--- src/rtl/mips_pkg.sv ---
// Shared constants and types for the instruction-memory front end.
package mips_pkg;

    localparam int unsigned IMEM_ADDR_W = 10;
    localparam int unsigned WORD_W      = 32;

    localparam logic [WORD_W-1:0] NOP = 32'h0000_0000;

    // Response pending for the cycle after a fetch grant
    typedef struct packed {
        logic valid;
        logic err;
    } imem_rsp_t;

endpackage

--- src/rtl/imem_addr_chk.sv ---
// Flags an address as usable: word aligned and inside the instruction store.
module imem_addr_chk
    import mips_pkg::*;
#(
    parameter int unsigned ADDR_W = IMEM_ADDR_W
) (
    input  logic [WORD_W-1:0] addr,
    output logic              addr_ok_c
);

    // Aligned low bits and no bits set above the store's byte range
    always_comb begin
        addr_ok_c = (addr[1:0] == 2'b00) && ((addr >> ADDR_W) == '0);
    end

endmodule

--- src/rtl/imem_arbiter.sv ---
// Arbitrates a fetch port and a program-loader port onto one single-port
// instruction store. Fetch has priority; a loader starved for STARVE_MAX
// consecutive cycles is forced through.
module imem_arbiter
    import mips_pkg::*;
#(
    parameter int unsigned ADDR_W     = IMEM_ADDR_W,
    parameter int unsigned STARVE_MAX = 3
) (
    input  logic              clk,
    input  logic              reset,

    input  logic              fetch_req,
    input  logic [31:0]       fetch_addr,
    output logic              fetch_gnt,
    output logic              fetch_valid,
    output logic [31:0]       fetch_instr,
    output logic              fetch_err,

    input  logic              load_req,
    input  logic [31:0]       load_addr,
    input  logic [31:0]       load_data,
    output logic              load_ack,
    output logic              load_err,

    output logic              mem_en,
    output logic              mem_we,
    output logic [ADDR_W-1:0] mem_addr,
    output logic [31:0]       mem_wdata,
    input  logic [31:0]       mem_rdata
);

    localparam int unsigned CNT_W = (STARVE_MAX < 1) ? 1 : $clog2(STARVE_MAX + 1);

    logic             fetch_ok_c;
    logic             load_ok_c;
    logic             starve_at_max_c;
    logic [CNT_W-1:0] starve_cnt_q;
    imem_rsp_t        rsp_q;
    logic [31:0]      instr_hold_q;

    imem_addr_chk #(.ADDR_W(ADDR_W)) u_fetch_chk (
        .addr      (fetch_addr),
        .addr_ok_c (fetch_ok_c)
    );

    imem_addr_chk #(.ADDR_W(ADDR_W)) u_load_chk (
        .addr      (load_addr),
        .addr_ok_c (load_ok_c)
    );

    assign starve_at_max_c = (starve_cnt_q == CNT_W'(STARVE_MAX));

    // Same-cycle grant and memory command; bad addresses are granted but never touch memory
    always_comb begin
        fetch_gnt = 1'b0;
        load_ack  = 1'b0;
        load_err  = 1'b0;
        mem_en    = 1'b0;
        mem_we    = 1'b0;
        mem_addr  = '0;
        mem_wdata = '0;
        if (!reset) begin
            if (load_req && (!fetch_req || starve_at_max_c)) begin
                load_ack = 1'b1;
                load_err = !load_ok_c;
                if (load_ok_c) begin
                    mem_en    = 1'b1;
                    mem_we    = 1'b1;
                    mem_addr  = load_addr[ADDR_W-1:0];
                    mem_wdata = load_data;
                end
            end else if (fetch_req) begin
                fetch_gnt = 1'b1;
                if (fetch_ok_c) begin
                    mem_en   = 1'b1;
                    mem_addr = fetch_addr[ADDR_W-1:0];
                end
            end
        end
    end

    // Fetch response: read data passes straight through in the cycle after the grant
    always_comb begin
        fetch_valid = 1'b0;
        fetch_err   = 1'b0;
        fetch_instr = instr_hold_q;
        if (reset) begin
            fetch_instr = NOP;
        end else if (rsp_q.valid) begin
            fetch_valid = 1'b1;
            fetch_err   = rsp_q.err;
            fetch_instr = rsp_q.err ? NOP : mem_rdata;
        end
    end

    // Starvation counter, pending response and held instruction word
    always_ff @(posedge clk) begin
        if (reset) begin
            starve_cnt_q <= '0;
            rsp_q        <= '0;
            instr_hold_q <= NOP;
        end else begin
            rsp_q.valid  <= fetch_gnt;
            rsp_q.err    <= fetch_gnt && !fetch_ok_c;
            instr_hold_q <= fetch_instr;
            if (load_req && !load_ack) begin
                if (!starve_at_max_c) begin
                    starve_cnt_q <= starve_cnt_q + CNT_W'(1);
                end
            end else begin
                starve_cnt_q <= '0;
            end
        end
    end

endmodule

--- config.mk ---
export PLATFORM = sky130hd
export DESIGN_NAME = imem_arbiter
export DESIGN_NICKNAME = d
export VERILOG_FILES = /design/src/rtl/mips_pkg.sv /design/src/rtl/imem_addr_chk.sv /design/src/rtl/imem_arbiter.sv
export SDC_FILE = /design/constraint.sdc
export NUM_CORES = 1
export LEC_CHECK = 0
export BUFFER_PORTS_ARGS = -buffer_cell sky130_fd_sc_hd__buf_4
export CAP_MARGIN = 5
export CORE_MARGIN = 3
export CORE_UTILIZATION = 35
export DETAILED_ROUTE_END_ITERATION = 6
export GPL_TIMING_DRIVEN = 0
export PLACE_DENSITY_LB_ADDON = 0.3
export SETUP_SLACK_MARGIN = 0.05
export SLEW_MARGIN = 30
export SYNTH_ARGS = -nofsm -noshare
export SYNTH_HDL_FRONTEND = slang
export SYNTH_SLANG_ARGS = --single-unit
export TNS_END_PERCENT = 20
--- constraint.sdc ---
create_clock -name clk -period 1.9 [get_ports clk]
set_input_delay 0.285 -clock clk [delete_from_list [all_inputs] [get_ports clk]]
set_output_delay 0.285 -clock clk [all_outputs]
set_load 0.02 [all_outputs]
==> metrics <==
cell chain of the critical path buf_6, or4_4, nor2_8, and3_4, buf_8, buf_6, and2_4, buf_6; worst stage delay on the critical path approximately 0.56 ns; Max VDD drop 0.000405 V; Placed Cells 560; Layout area overhead 108%; TritonCTS Buffers 5; Synth Instances 277; Die Wd 82.0 µm; Max-cap violations 0; port buffer count between 200 and 250; CTS Sinks 36; main combinational cell family by area after synthesis simple AND/OR/NAND/NOR gates; Max Fclk 490 MHz; worst reg-to-reg path cell count 4; first-pass GRT wire length ~12000 µm; Final Power 1.99 mW; DIE AREA around 6700 µm²; outcome complete, but fails checks; largest net degree at the start of global routing 12; worst skew pair latency 0.28 ns; DP HPWL 6520 µm; Final Setup Violations 34; critical path data arrival time about 1.8 ns; Initial DRC Count 93; Remaining DRCs 0; Final Critical Period around 2.0 ns; total grt overflow 0; via count 2767; CP Class input port to output pin; H-tree levels 2; Final Hold Vio Count 0; post-synthesis sequential area ratio 0.356; Synth Area in Compound Gates 0.101; Yosys Warn Count 0; post-synthesis mux area share 0; vias per cell 4.80; Setup Skew 0.00777 ns; cell row count 27; top-area cell type share of the netlist area 0.356; clk root buf clkbuf_8; nets@finish 636; total track usage 0.228; Routed Antenna Nets 0; Area after DPL 3710 µm²; EDFF count, synth 0; most instantiated cells after synthesis nor2_1, dfxtp_1, nor2b_1; ys flop type dfxtp_1; Startpoint Class input port; layout filler cell count 435; CP dominant cell by count buf_6; Die H 82.0 µm; Crit. End Element output pin; Mean Syn Cell Area 7.30 µm²; DR pass1 iterations 4; Starting Density 0.365; drt wl/cell 15.1 µm; number of antenna diodes 0; post-synthesis register bit count 36; clock buffer depth 2; Simple-Gate Fraction of Synth Area 0.473; hold slack 0.218 ns; final worst setup slack -0.140 ns; GPL Wtd Cong 0.787; Pwr Density 471 nW/µm²; initial antenna violation count 0; Distinct cells, synth 25; CTS clk-pin slew, worst paths 0.07 ns; Post-Synth Adder-Cell Area 0.00619; top-count cell post-synth nor2_1; Worst Hold Class input port to flip-flop; vias in the first global route 2610; synthesized cell area 2020 µm²; CP Max Fanout 6; failing checks negative setup slack; Slowest cell on crit path or4_4; I/O pins about 210; Layout Cells excl Fill 576; Reg area between 700 and 800 µm²; Hold Crit Depth 2; RSZ-0062 raised after global routing yes; Post-Route WL 8710 µm; layout cells sized above 1 0.571; area occupied by multi-input gates 1320 µm²; xor-xnor portion of the synthesized cell area 0; core area 5540 µm²; worst endpoint required time 1.62 ns; Final period util 1.07; Final Max Slew Viols 0; Final Cell Area 4210 µm²; top cell type by total area after synthesis dfxtp_1; Synth area leaders dfxtp_1, nor2_1, nor2b_1; P_leak between 2 and 2.5 nW; Final Util 0.760; Async SR Flop Fraction 0; CTS tree built
## critical path: cells and delay by family
family,cells,cell delay (ns)
buffers and inverters,4,0.44
and+or+nand+nor,4,1.03
## power breakdown
part	internal, mW	total (mW)	switching [mW]
logic	0.270	0.470	0.200
clock network	0.463	0.722	0.259
registers	0.784	0.794	0.00980
total	1.52	1.99	0.469
## repair_timing
| item | in CTS | in global routing |
|---|---|---|
| hold buffers | 0 | 0 |
| gates resized for setup | 73 | 40 |
| pin swaps | 15 | 21 |
| cloned | 4 | 0 |
| setup buffers | 2 | 4 |
| setup endpoints to repair | 77 | 75 |
## final cells by class
| class | instances | area share |
|---|---|---|
| buffer | 21 | 0.0336 |
| clock buffer | 7 | 0.0229 |
| clock inverter | 1 | 0.00713 |
| inverter | 1 | 0.000891 |
| multi-input combinational | 218 | 0.312 |
| sequential | 36 | 0.173 |
| tap | 72 | 0.0214 |
| timing repair buffer | 220 | 0.429 |
## per-stage QoR
step	setup slack [ns]	TNS [ns]
after global routing	-0.179	-6.08
final	-0.140	-4.00
after CTS	-0.131	-4.54
after floorplan	-0.0204	-0.461
after global placement	-0.381	-13.01
after detailed placement	-0.354	-12.45
## flip-flops by register name (all words and copies together), names as in the netlist
| register | flops |
|---|---|
| rsp_q | 2 |
| starve_cnt_q | 2 |
| instr_hold_q | 32 |
## logic make-up (layout without fill, tap and decap cells)
kind of cell    count (synthesis)  after routing
flops                          36             36
other cells                     1              2
simple gates                  177            177
buf+inv                        24            250
fa+ha+maj                       1              1
compound gates                 38             38
## metal layers
layer  wire length [µm]  up-vias  track usage
li1                   -     1366            -
met1               2970     1270        0.252
met3                649       12       0.0537
met2               4940      119        0.429
met4                145        0       0.0664
met5                  0        -            0
## worst paths after layout
path	startpoint	to	slack [ns]
min reg2reg	starve_cnt_q[0]	starve_cnt_q[0]	0.44
max reg2reg	starve_cnt_q[0]	rsp_q[0]	0.68
max	load_addr[13]	mem_wdata[3]	-0.14
min	load_req	rsp_q[1]	0.22
## placed cells by master, fill, tap and decap left out, types with 2 or more instances in the layout
cell and instances:
dfxtp_1 33, nor2_1 63, and2_1 3, clkbuf_1 5, clkbuf_8 7, conb_1 2
dfxtp_2 2, nand2_1 9, nor2b_1 33, buf_6 45, a21oi_1 33, clkbuf_4 2
nand4_1 16, nor4_1 8, buf_2 2, buf_4 182, and2_4 30, or4_4 2
clkbuf_2 3, or4_1 2, nor2b_4 2
(Power assumes the default switching activity.)
